File: src/rtl/camera_pkg.sv
// Shared definitions for the four-pixel camera controller and its sensor-side responder.
package camera_pkg;

  typedef enum logic [2:0] {
    S_ERASED = 3'd0,
    S_EXPOSE = 3'd1,
    S_HOLD1  = 3'd2,
    S_ROW1   = 3'd3,
    S_HOLD2  = 3'd4,
    S_ROW2   = 3'd5
  } state_t;

  localparam int P11 = 0;
  localparam int P12 = 1;
  localparam int P21 = 2;
  localparam int P22 = 3;

  localparam int PIX_W_DEF = 4;
  localparam int ACC_W_DEF = 8;

  // Controller-side state codes, kept here so both ends agree.
  localparam logic [1:0] IDLE    = 2'd0;
  localparam logic [1:0] CAPTURE = 2'd1;
  localparam logic [1:0] READOUT = 2'd2;

endpackage

File: src/rtl/pixel_acc.sv
// One pixel's saturating photo-current integrator with erase/expose controls.
module pixel_acc
  import camera_pkg::*;
#(
  parameter int PIX_W = PIX_W_DEF,
  parameter int ACC_W = ACC_W_DEF
) (
  input  logic             clk,
  input  logic             reset,
  input  logic             erase,
  input  logic             expose,
  input  logic [PIX_W-1:0] pix,
  output logic [ACC_W-1:0] acc
);

  function automatic logic [ACC_W-1:0] sat_add(input logic [ACC_W-1:0] a,
                                               input logic [PIX_W-1:0] b);
    logic [ACC_W:0] s;
    s = {1'b0, a} + {{(ACC_W + 1 - PIX_W){1'b0}}, b};
    return s[ACC_W] ? {ACC_W{1'b1}} : s[ACC_W-1:0];
  endfunction

  always_ff @(posedge clk or posedge reset) begin
    if (reset)       acc <= '0;
    else if (erase)  acc <= '0;
    else if (expose) acc <= sat_add(acc, pix);
  end

endmodule

File: src/rtl/pixel_row_reader.sv
// Digital 2x2 pixel array model: integrates on expose, converts the selected row on adc.
module pixel_row_reader
  import camera_pkg::*;
#(
  parameter int PIX_W = PIX_W_DEF,
  parameter int ACC_W = ACC_W_DEF
) (
  input  logic               clk,
  input  logic               reset,
  input  logic               erase,
  input  logic               expose,
  input  logic               NRE1,
  input  logic               NRE2,
  input  logic               adc,
  input  logic [4*PIX_W-1:0] pix_in,
  output logic [2*ACC_W-1:0] data_out,
  output logic               data_valid,
  output logic               row_id,
  output logic               frame_done,
  output logic               err
);

  logic [ACC_W-1:0] acc [4];
  state_t           state;
  logic             in_row;
  logic             proto_err;

  for (genvar i = 0; i < 4; i++) begin : g_pix
    pixel_acc #(.PIX_W(PIX_W), .ACC_W(ACC_W)) u_acc (
      .clk    (clk),
      .reset  (reset),
      .erase  (erase),
      .expose (expose),
      .pix    (pix_in[i*PIX_W +: PIX_W]),
      .acc    (acc[i])
    );
  end

  always_comb begin
    in_row    = (state == S_ROW1) || (state == S_ROW2);
    proto_err = 1'b0;
    if (!NRE1 && !NRE2)                      proto_err = 1'b1;
    if (adc && !in_row)                      proto_err = 1'b1;
    if ((state == S_HOLD1) && !NRE2)         proto_err = 1'b1;
    if (expose && (!NRE1 || !NRE2))          proto_err = 1'b1;
    if ((state == S_HOLD2) && !NRE1)         proto_err = 1'b1;
    // Erasing once readout has begun throws away a partially read frame.
    if (erase && (in_row || state == S_HOLD2)) proto_err = 1'b1;
  end

  always_ff @(posedge clk or posedge reset) begin
    if (reset) begin
      state      <= S_ERASED;
      data_out   <= '0;
      data_valid <= 1'b0;
      row_id     <= 1'b0;
      frame_done <= 1'b0;
      err        <= 1'b0;
    end else begin
      data_valid <= 1'b0;
      frame_done <= 1'b0;
      if (proto_err) err <= 1'b1;
      if (erase) begin
        state <= S_ERASED;
      end else begin
        case (state)
          S_ERASED: if (expose) state <= S_EXPOSE;
          S_EXPOSE: if (!expose) state <= S_HOLD1;
          S_HOLD1:  if (!NRE1) state <= S_ROW1;
          S_ROW1: begin
            if (adc) begin
              data_out   <= {acc[P12], acc[P11]};
              row_id     <= 1'b0;
              data_valid <= 1'b1;
            end
            if (NRE1) state <= S_HOLD2;
          end
          S_HOLD2:  if (!NRE2) state <= S_ROW2;
          S_ROW2: begin
            if (adc) begin
              data_out   <= {acc[P22], acc[P21]};
              row_id     <= 1'b1;
              data_valid <= 1'b1;
            end
            if (NRE2) begin
              state      <= S_ERASED;
              frame_done <= 1'b1;
            end
          end
          default:  state <= S_ERASED;
        endcase
      end
    end
  end

endmodule
File: config.mk
export PLATFORM = sky130hd
export DESIGN_NAME = pixel_row_reader
export DESIGN_NICKNAME = d
export VERILOG_FILES = /design/src/rtl/camera_pkg.sv /design/src/rtl/pixel_acc.sv /design/src/rtl/pixel_row_reader.sv
export SDC_FILE = /design/constraint.sdc
export NUM_CORES = 1
export LEC_CHECK = 0
export ABC_AREA = 1
export CORE_MARGIN = 2
export CORE_UTILIZATION = 45
export DETAILED_ROUTE_END_ITERATION = 12
export PLACE_DENSITY_LB_ADDON = 0.08
export SLEW_MARGIN = 20
export SYNTH_ARGS = -nofsm -noshare
export SYNTH_HDL_FRONTEND = slang
export SYNTH_HIERARCHICAL = 1
export SYNTH_SLANG_ARGS = --single-unit
File: constraint.sdc
create_clock -name clk -period 1.5 [get_ports clk]
set_input_delay 0.225 -clock clk [delete_from_list [all_inputs] [get_ports clk]]
set_output_delay 0.225 -clock clk [all_outputs]
set_load 0.05 [all_outputs]
# After elaboration in Yosys (flattened, before gate mapping)
# Cells that the tools add are included.
# totals
register_bits,55
latch_bits,0
ram_bits,0
mem_bits_ro,0
input_bits,23
output_inout_bits,20
memories,0
# op_classes
addsub,4
mul,0
div,0
n_lt_le_gt_ge,0
n_eq_ne,13
n_shift,0
muxes,38
bitwise,1
reduce_logical,18
# ops
op,n
two-way mux 8 bit,12
adder 8 x 4 -> 9 bit,4
two-way mux 16 bit,2
one-hot mux 16 bit (2 select lines),1
two-way mux 3 bit,7
!= test 3 bit (second input constant),6
one-hot mux 3 bit (6 select lines),1
two-way mux 1 bit,14
== test 3 x 2 -> 1 bit (second input constant),2
== test 3 bit (second input constant),2
logical AND 1 bit,6
AND reduction 6 bit,1
!= test 2 bit (second input constant),2
AND reduction 4 bit,1
nonzero test 2 bit,2
== test 3 x 1 -> 1 bit (second input constant),1
zero test 1 bit,3
zero test 3 bit,1
logical OR 1 bit,3
one-hot mux 1 bit (2 select lines),1
OR reduction 2 bit,1
inverter 1 bit,1

# Logic depth before layout (Yosys ltp)
# Gate-level depths: netlist of the first run.
# logic_depth
depth_word,9
ltp_mapped,9
ltp_nobuf,9

# Cells and area by module
# The synthesis of the first run kept the hierarchy.
# modules_own_cells
module,instances,cells_per_inst,area_each_um2
pixel_acc,4,84,598.1
pixel_row_reader,1,169,1317.5

# Least setup slack after synthesis of the first run
# No wires, ideal clock.
# synth_path
kind,register to register
start,register g_pix[0].u_acc.acc[0]
end,register g_pix[0].u_acc.acc[7]
setup_time_ps,121
t_arrival_ps,1474
required_time_ps,1379
setup_slack_ps,-95
stages_incl_launch_ff,9
path_buffers,0
period_less_slack_ps,1595
path_cell_list,dfrtp_1 > ha_1 > fa_1 > nand3_1 > nand2_1 > nand2_2 > nand2_1 > nor2_1 > nor2_1
# synth_between
elab_chain_cells,4
# synth_rtl
item,line_no,rtl
start: declaration,pixel_acc.sv:13,output logic [ACC_W-1:0] acc
start signal: assignment,pixel_acc.sv:26,"else if (expose) acc <= sat_add(acc, pix);"
adder 8 x 4 -> 9 bit,pixel_acc.sv:19,"s = {1'b0, a} + {{(ACC_W + 1 - PIX_W){1'b0}}, b};"
two-way mux 8 bit,pixel_acc.sv:20,return s[ACC_W] ? {ACC_W{1'b1}} : s[ACC_W-1:0];
two-way mux 8 bit,pixel_acc.sv:26,
two-way mux 8 bit,pixel_acc.sv:25,else if (erase) acc <= '0;
# No other way between the ends. The select of a mux whose other input is x is not followed.
# A chain may end at the register's enable or synchronous reset.

# Worst setup path after layout of the first run
# layout_path
start,register g_pix[3].u_acc.acc[0]
end,register g_pix[3].u_acc.acc[7]
# layout_between
elab_chain_cells,4
# layout_rtl
item,line_no
start: declaration,pixel_acc.sv:13
start signal: assignment,pixel_acc.sv:26
adder 8 x 4 -> 9 bit,pixel_acc.sv:19
two-way mux 8 bit,pixel_acc.sv:20
two-way mux 8 bit,pixel_acc.sv:26
two-way mux 8 bit,pixel_acc.sv:25
# No other way between the ends. The select of a mux whose other input is x is not followed.

==> results.sh, run 1 <==
export IMPL_outcome="complete, but fails checks"
export IMPL_violations_in_the_final_reports="negative setup slack"
export IMPL_drt_first_pass_iters=5
export IMPL_r2r_end="g_pix[3].u_acc/acc[7]"
export IMPL_buffer_type_at_the_clock_tree_root="clkbuf_8"
export IMPL_cts_sink_count=55
export IMPL_globalRouteTotalUtil=0.219
export IMPL_placeable_core_area_sq_um=8090
export IMPL_tritoncts_clock_tree="done"
export IMPL_syn_area_per_cell_sq_um=7.35
export IMPL_globalRouteOverflowTotal=0
export IMPL_route_detailed_vias_per_inst=5.19
export IMPL_crit_cells=8
export IMPL_remaining_routing_drc_violations=0
export IMPL_crit_path_slowest_cell="dfrtp_1"
export IMPL_clock_insertion_delay_worst_skew_ns=0.32
export IMPL_worst_skew_ns=0.0108
export IMPL_die_area_sq_um=8990
export IMPL_grt_pass1_wl_mm=15.4
export IMPL_synth_cell_area_sq_um=3710
export IMPL_synth_to_final_area_change_pct=33.2
export IMPL_timing_max_slew_rel_slack=0.757
export IMPL_number_of_global_route_vias_before_repair=3386
export IMPL_detailedRoute_firstIterationViolations=159
export IMPL_crit_path_buffers_inverters=0
export IMPL_top_level_i_o_count=43
export IMPL_antenna_diode_count=0
export IMPL_powerDensity_nw_per_um2=955
export IMPL_synth_seq_area_share=0.371
export IMPL_post_dp_cell_area_sq_um=4570
export IMPL_die_h_um=94.8
export IMPL_synth_yosys_warnings=6
export IMPL_detailedPlacementHpwl_mm=7.00
export IMPL_final_area_sq_um=4940
export IMPL_syn_num_nets=548
export IMPL_report_final_setup_viol=17
export IMPL_r2r_worst_path_cells=8
export IMPL_vdd_drop_max_uv=445
export IMPL_fmax_mhz=638
export IMPL_final_layout_size_suffix_gt1_frac=0.257
export IMPL_cts_inserted_buffers=5
export IMPL_timing_critical_path_mode_cell="nand2_4"
export IMPL_reg_to_reg_start="g_pix[3].u_acc/acc[0]"
export IMPL_critical_path_top_delay_family="adder cells"
export IMPL_worst_slew_pin_transition_ns=0.364
export IMPL_pin_count_of_the_biggest_net_entering_global_routing=20
export IMPL_startpoint_kind_of_the_worst_setup_timing_path="flop"
export IMPL_finalWorstSetupSlack_ns=-0.0669
export IMPL_postSynth_asyncResetShare=1.00
export IMPL_number_of_rows_created_at_floorplan=33
export IMPL_synth_main_ff_cell="dfrtp_1"
export IMPL_die_span_in_x_um=94.8
export IMPL_grt_setup_unrepaired="true"
export IMPL_worst_ep_arrival_time_ns=1.78
export IMPL_critical_path_required_ns=1.71
export IMPL_routedWlPerCell_um=13.5
export IMPL_finalMaxSlewViolations=0
export IMPL_cpPeakStageDelay_ns=0.42
export IMPL_max_cap_violations=0
export IMPL_initial_core_util=0.458
export IMPL_post_route_period_util=1.04
export IMPL_postSynthCellCount=505
export IMPL_reg2reg_slack_ns=-0.07
export IMPL_synth_enable_flop_cells=0
export IMPL_drt_antenna_violating_nets=0
export IMPL_wl_mm=9.50
export IMPL_clk_transition_reported_paths_ns=0.11
export IMPL_route_vias_total=3651
export IMPL_number_of_antenna_violations_at_the_first_check_in_global_routing=0
export IMPL_num_nets_final=641
export IMPL_timing_setup_critical_path_class="flop to flop"
export IMPL_cts_hold_fix_buffers=0
export IMPL_cts_path_max_buffers=2
export IMPL_globalplace_congestion=0.924
export IMPL_hold_violations=0
export IMPL_timing_hold_worst_class="input port to asynchronous set/reset pin"
export IMPL_pre_cts_ws_ns=-0.379
export IMPL_crit_chain="ha_4 > fa_2 > nand3_2 > nand2_4 > nand2_4 > nand2_2 > nor2_2 > nor2_1"
export IMPL_layout_min_cycle_time_ns=1.57
export IMPL_flip_flop_and_latch_count_after_synthesis=55
export IMPL_leakagePower_uw=0.00249
export IMPL_place_port_buffers=42
export IMPL_worstPathMaxFanout=7
export IMPL_worst_setup_path_end_kind="flop"
export IMPL_cts_htree_levels=2
export IMPL_yosysUniqueCellTypes=28
-- synth_stat cells (5+ instances only) --
cell type,number,area [sq um]
a21oi_1,23,115
ha_1,16,200
nor2_1,55,206
nand4_1,12,75.1
or2_1,24,150
buf_6,5,56.3
inv_1,38,143
o21ai_1,23,115
inv_2,10,37.5
o21ai_0,25,125
nand3_1,39,195
nor2_2,5,31.3
dfrtp_1,55,1380
nand2_2,8,50.1
nand2_1,140,526
-- cell families (layout without fill, tap and decap cells) --
logic type	Yosys count	after routing	synth area share
AND/OR/NAND/NOR	296	296	0.375
AO/OA/AOI/OAI	77	77	0.110
adder cells (fa/ha/maj)	20	20	0.0755
buffers and inverters	57	151	0.0691
flip-flops	55	55	0.371
-- worst max path at each step --
stage,start,end,slack [ns]
after floorplan,g_pix[0].u_acc/acc[0],g_pix[0].u_acc/acc[7],0.003
after global placement,pix_in[4],g_pix[1].u_acc/acc[7],-0.33
after detailed placement,pix_in[8],g_pix[2].u_acc/acc[3],-0.38
after CTS,g_pix[2].u_acc/acc[0],g_pix[2].u_acc/acc[7],-0.05
after global routing,g_pix[3].u_acc/acc[0],g_pix[3].u_acc/acc[7],-0.16
final,g_pix[3].u_acc/acc[0],g_pix[3].u_acc/acc[7],-0.07
-- power by group --
| part | internal [uW] | total [uW] | switching (uW) |
|---|---|---|---|
| sequential | 1660 | 1830 | 173 |
| clock | 542 | 1050 | 510 |
| combinational | 737 | 1830 | 1100 |
-- cell type report --
cell class                      instances  area (sq um)
Clock buffer                            6          82.6
Clock inverter                          2          35.0
Fill cell                             744          3150
Inverter                               49           185
Multi-Input combinational cell        393          2290
Sequential cell                        55          1380
Tap cell                              105           131
Timing Repair Buffer                   94           840
-- layer usage --
layer  vias up  part of all wire  global-route usage  wire length, um
li1       1829                 -                   -                -
met1      1700              0.48               0.301             4560
met2       107              0.46               0.362             4350
met3        15             0.049              0.0311              461
met4         0             0.013              0.0592              128
met5         -                 0                   0                0
-- layout by cell type (no fill, tap or decap), drive strengths merged, types with 16 or more instances in the layout --
cell	synthesis	routed
a21oi	27	27
buf	7	72
clkdlybuf4s50	0	22
dfrtp	55	55
ha	16	16
inv	48	48
nand2	149	149
nand3	42	42
nor2	60	60
o21ai	49	49
or2	24	24
-- per-stage QoR --
stage	hold slack (ns)	utilization	setup TNS [ns]	cells	total power (uW)
2_1_floorplan	0.0407	-	0	505	2930
3_3_place_gp	0.458	0.565	-8.99	689	3560
3_5_place_dp	0.468	0.565	-10.46	689	3580
4_1_cts	0.285	0.595	-0.316	700	4690
5_1_grt	0.316	0.610	-2.50	704	5020
6_report	0.288	0.610	-0.502	704	4720
-- sequential cells by signal (all words and copies together) (netlist names) --
register	count
g_pix.u_acc/acc	32
data_out	16
state	3
data_valid	1
err	1
frame_done	1
row_id	1
-- repair_timing --
action                                  4_1_cts  5_1_grt
gates resized for setup                      21       21
setup buffers                                 3        4
cloned                                        0        0
pin swaps                                    15       24
endpoints found under the setup margin       30       34
Power figures use the tool's default switching activity.
==> run 2: changes to the inputs <==
- GPL_TIMING_DRIVEN: not set -> 0
==> run 2 against run 1 <==
The flow still finishes with violations (negative setup slack). Fmax fell by 0.73%. Die area unchanged. Power decreased by 2.9%. Count of clock-buffer cells in the layout is the same. Cell count shrank 4.0%. Combinational power shrank 6%. Flip-flop and latch count unchanged. Sequential share of layout area rose by 0.95 points. Cell area fell by 3.2%. Sequential power about the same. Via count shrank 2.6%. Utilization fell by 2.0 points. Critical path type unchanged. Critical endpoint is now g_pix[3].u_acc/acc[0].
==> results.sh, run 2 (synthesis gave the netlist of run 1 again) <==
export IMPL_die_span_in_x_um=94.8
export IMPL_finalWorstSetupSlack_ns=-0.0785
export IMPL_grt_pass1_wl_mm=15.7
export IMPL_drt_antenna_violating_nets=0
export IMPL_layout_cells_most_common_list="nand2_1, dfrtp_1, nor2_1, inv_1, nand3_1"
export IMPL_timing_max_slew_rel_slack=0.394
export IMPL_r2r_worst_path_cells=7
export IMPL_clk_transition_reported_paths_ns=0.11
export IMPL_route_detailed_vias_per_inst=5.26
export IMPL_cts_htree_levels=2
export IMPL_routedWlPerCell_um=14.1
export IMPL_initial_core_util=0.458
export IMPL_vdd_drop_max_uv=410
export IMPL_r2r_end="g_pix[3].u_acc/acc[0]"
export IMPL_globalRouteTotalUtil=0.221
export IMPL_num_nets_final=613
export IMPL_worst_slew_pin_transition_ns=0.908
export IMPL_finalMaxSlewViolations=0
export IMPL_number_of_global_route_vias_before_repair=3315
export IMPL_largest_reg_flops=32
export IMPL_placeable_core_area_sq_um=8090
export IMPL_route_top_layer_used="met4"
export IMPL_cts_hold_fix_buffers=0
export IMPL_dr_wl_met2_mm=4.60
export IMPL_synth_to_final_area_change_pct=28.9
export IMPL_final_layout_size_suffix_gt1_frac=0.224
export IMPL_fin_tns_setup_ns=-0.649
export IMPL_place_port_buffers=42
export IMPL_number_of_antenna_violations_at_the_first_check_in_global_routing=0
export IMPL_worst_setup_path_startpoint="g_pix[3].u_acc/acc[0]"
export IMPL_cts_path_max_buffers=2
export IMPL_registers_with_the_most_flip_flops="g_pix.u_acc/acc (32), data_out (16), state (3)"
export IMPL_report_final_setup_viol=19
export IMPL_crit_path_end="g_pix[3].u_acc/acc[0]"
export IMPL_reg_to_reg_start="g_pix[3].u_acc/acc[0]"
export IMPL_layout_min_cycle_time_ns=1.58
export IMPL_die_area_sq_um=8990
export IMPL_remaining_routing_drc_violations=0
export IMPL_final_area_sq_um=4780
export IMPL_number_of_rows_created_at_floorplan=33
export IMPL_pin_count_of_the_biggest_net_entering_global_routing=24
export IMPL_top_level_i_o_count=43
export IMPL_drt_first_pass_iters=5
export IMPL_reg2reg_slack_ns=-0.08
export IMPL_timing_setup_critical_path_class="flop to flop"
export IMPL_worstPathMaxFanout=6
export IMPL_globalplace_congestion=0.834
export IMPL_route_vias_total=3555
export IMPL_tritoncts_clock_tree="done"
export IMPL_wl_met1_mm=4.43
export IMPL_post_route_period_util=1.05
export IMPL_post_dp_cell_area_sq_um=4280
export IMPL_max_cap_violations=0
export IMPL_met3_wirelength_um=388
export IMPL_timing_hold_worst_class="input port to asynchronous set/reset pin"
export IMPL_buffer_type_at_the_clock_tree_root="clkbuf_8"
export IMPL_leakagePower_uw=0.00236
export IMPL_clock_insertion_delay_worst_skew_ns=0.31
export IMPL_detailedPlacementHpwl_mm=6.88
export IMPL_worst_ep_arrival_time_ns=1.79
export IMPL_worst_setup_path_end_kind="flop"
export IMPL_fmax_mhz=634
export IMPL_detailedRoute_firstIterationViolations=127
export IMPL_die_h_um=94.8
export IMPL_cts_sink_count=55
export IMPL_whs_ns=0.330
export IMPL_total_power_uw=4580
export IMPL_grt_setup_unrepaired="true"
export IMPL_critical_path_required_ns=1.71
export IMPL_violations_in_the_final_reports="negative setup slack"
export IMPL_antenna_diode_count=0
export IMPL_wl_mm=9.50
export IMPL_pre_cts_ws_ns=-0.822
export IMPL_powerDensity_nw_per_um2=958
export IMPL_layout_commonest_cell="nand2_1"
export IMPL_cts_inserted_buffers=5
export IMPL_startpoint_kind_of_the_worst_setup_timing_path="flop"
export IMPL_worst_skew_ns=0.0136
export IMPL_registers_top_by_ff_count="g_pix.u_acc/acc"
export IMPL_outcome="complete, but fails checks"
export IMPL_hold_violations=0
export IMPL_globalRouteOverflowTotal=0
[run 2: cell count changes in the layout (fill, tap and decap cells not counted), moves of 3 or more]
cell,change
ha_1,-4
buf_2,+3
buf_12,-6
buf_4,-53
dlygate4sd2_1,+14
buf_6,+8
a21oi_1,-10
clkdlybuf4s15_1,+5
a21oi_2,+10
[run 2: layout make-up]
cell class | count | area [sq um]
repair buffers | 58 | 529
well taps | 105 | 131
clock inverters | 2 | 38.8
flip-flops and latches | 55 | 1380
multi-input cells | 393 | 2370
inverters | 49 | 185
clock buffers | 6 | 72.6
plain buffers | 8 | 73.8
fillers | 768 | 3310
[run 2: stage by stage]
step | util | cells
finish | 0.591 | 676
global route | 0.591 | 676
CTS | 0.565 | 670
detailed placement | 0.529 | 652
global placement | 0.529 | 652
floorplan | - | 505
[run 2: how the worst min path moves through the flow]
stage / cells past startpoint / end / slack [ns]
2_1_floorplan: 1 / g_pix[0].u_acc/acc[0] / 0.04
3_3_place_gp: 2 / err / 0.46
3_5_place_dp: 2 / row_id / 0.48
4_1_cts: 2 / g_pix[0].u_acc/acc[0] / 0.32
5_1_grt: 2 / g_pix[1].u_acc/acc[4] / 0.36
6_report: 2 / g_pix[1].u_acc/acc[4] / 0.33
[run 2: layer usage]
layer	global-route usage	vias to the layer above
li1	-	1774
met1	0.305	1703
met2	0.372	70
met3	0.0303	8
met4	0.0483	0
met5	0	-
[run 2: repair_timing]
item,CTS,global route
endpoints found under the setup margin,75,51
buffers inserted,10,6
resized for setup,56,47
pin swaps,25,32
[run 2: critical path: stages (launching register included)]
cell	delay (ns)
dfrtp_1	0.42
ha_2	0.19
fa_2	0.35
nand3_2	0.10
nand2_4	0.09
buf_4	0.16
a21oi_2	0.10
o21ai_1	0.07
[run 2: power by group]
| group | leakage, uW | total [uW] | switching, uW | internal [uW] |
|---|---|---|---|---|
| Combinational | 0.00156 | 1720 | 1100 | 626 |
| Clock | 0.0000558 | 1020 | 517 | 506 |
| Sequential | 0.000744 | 1830 | 172 | 1660 |
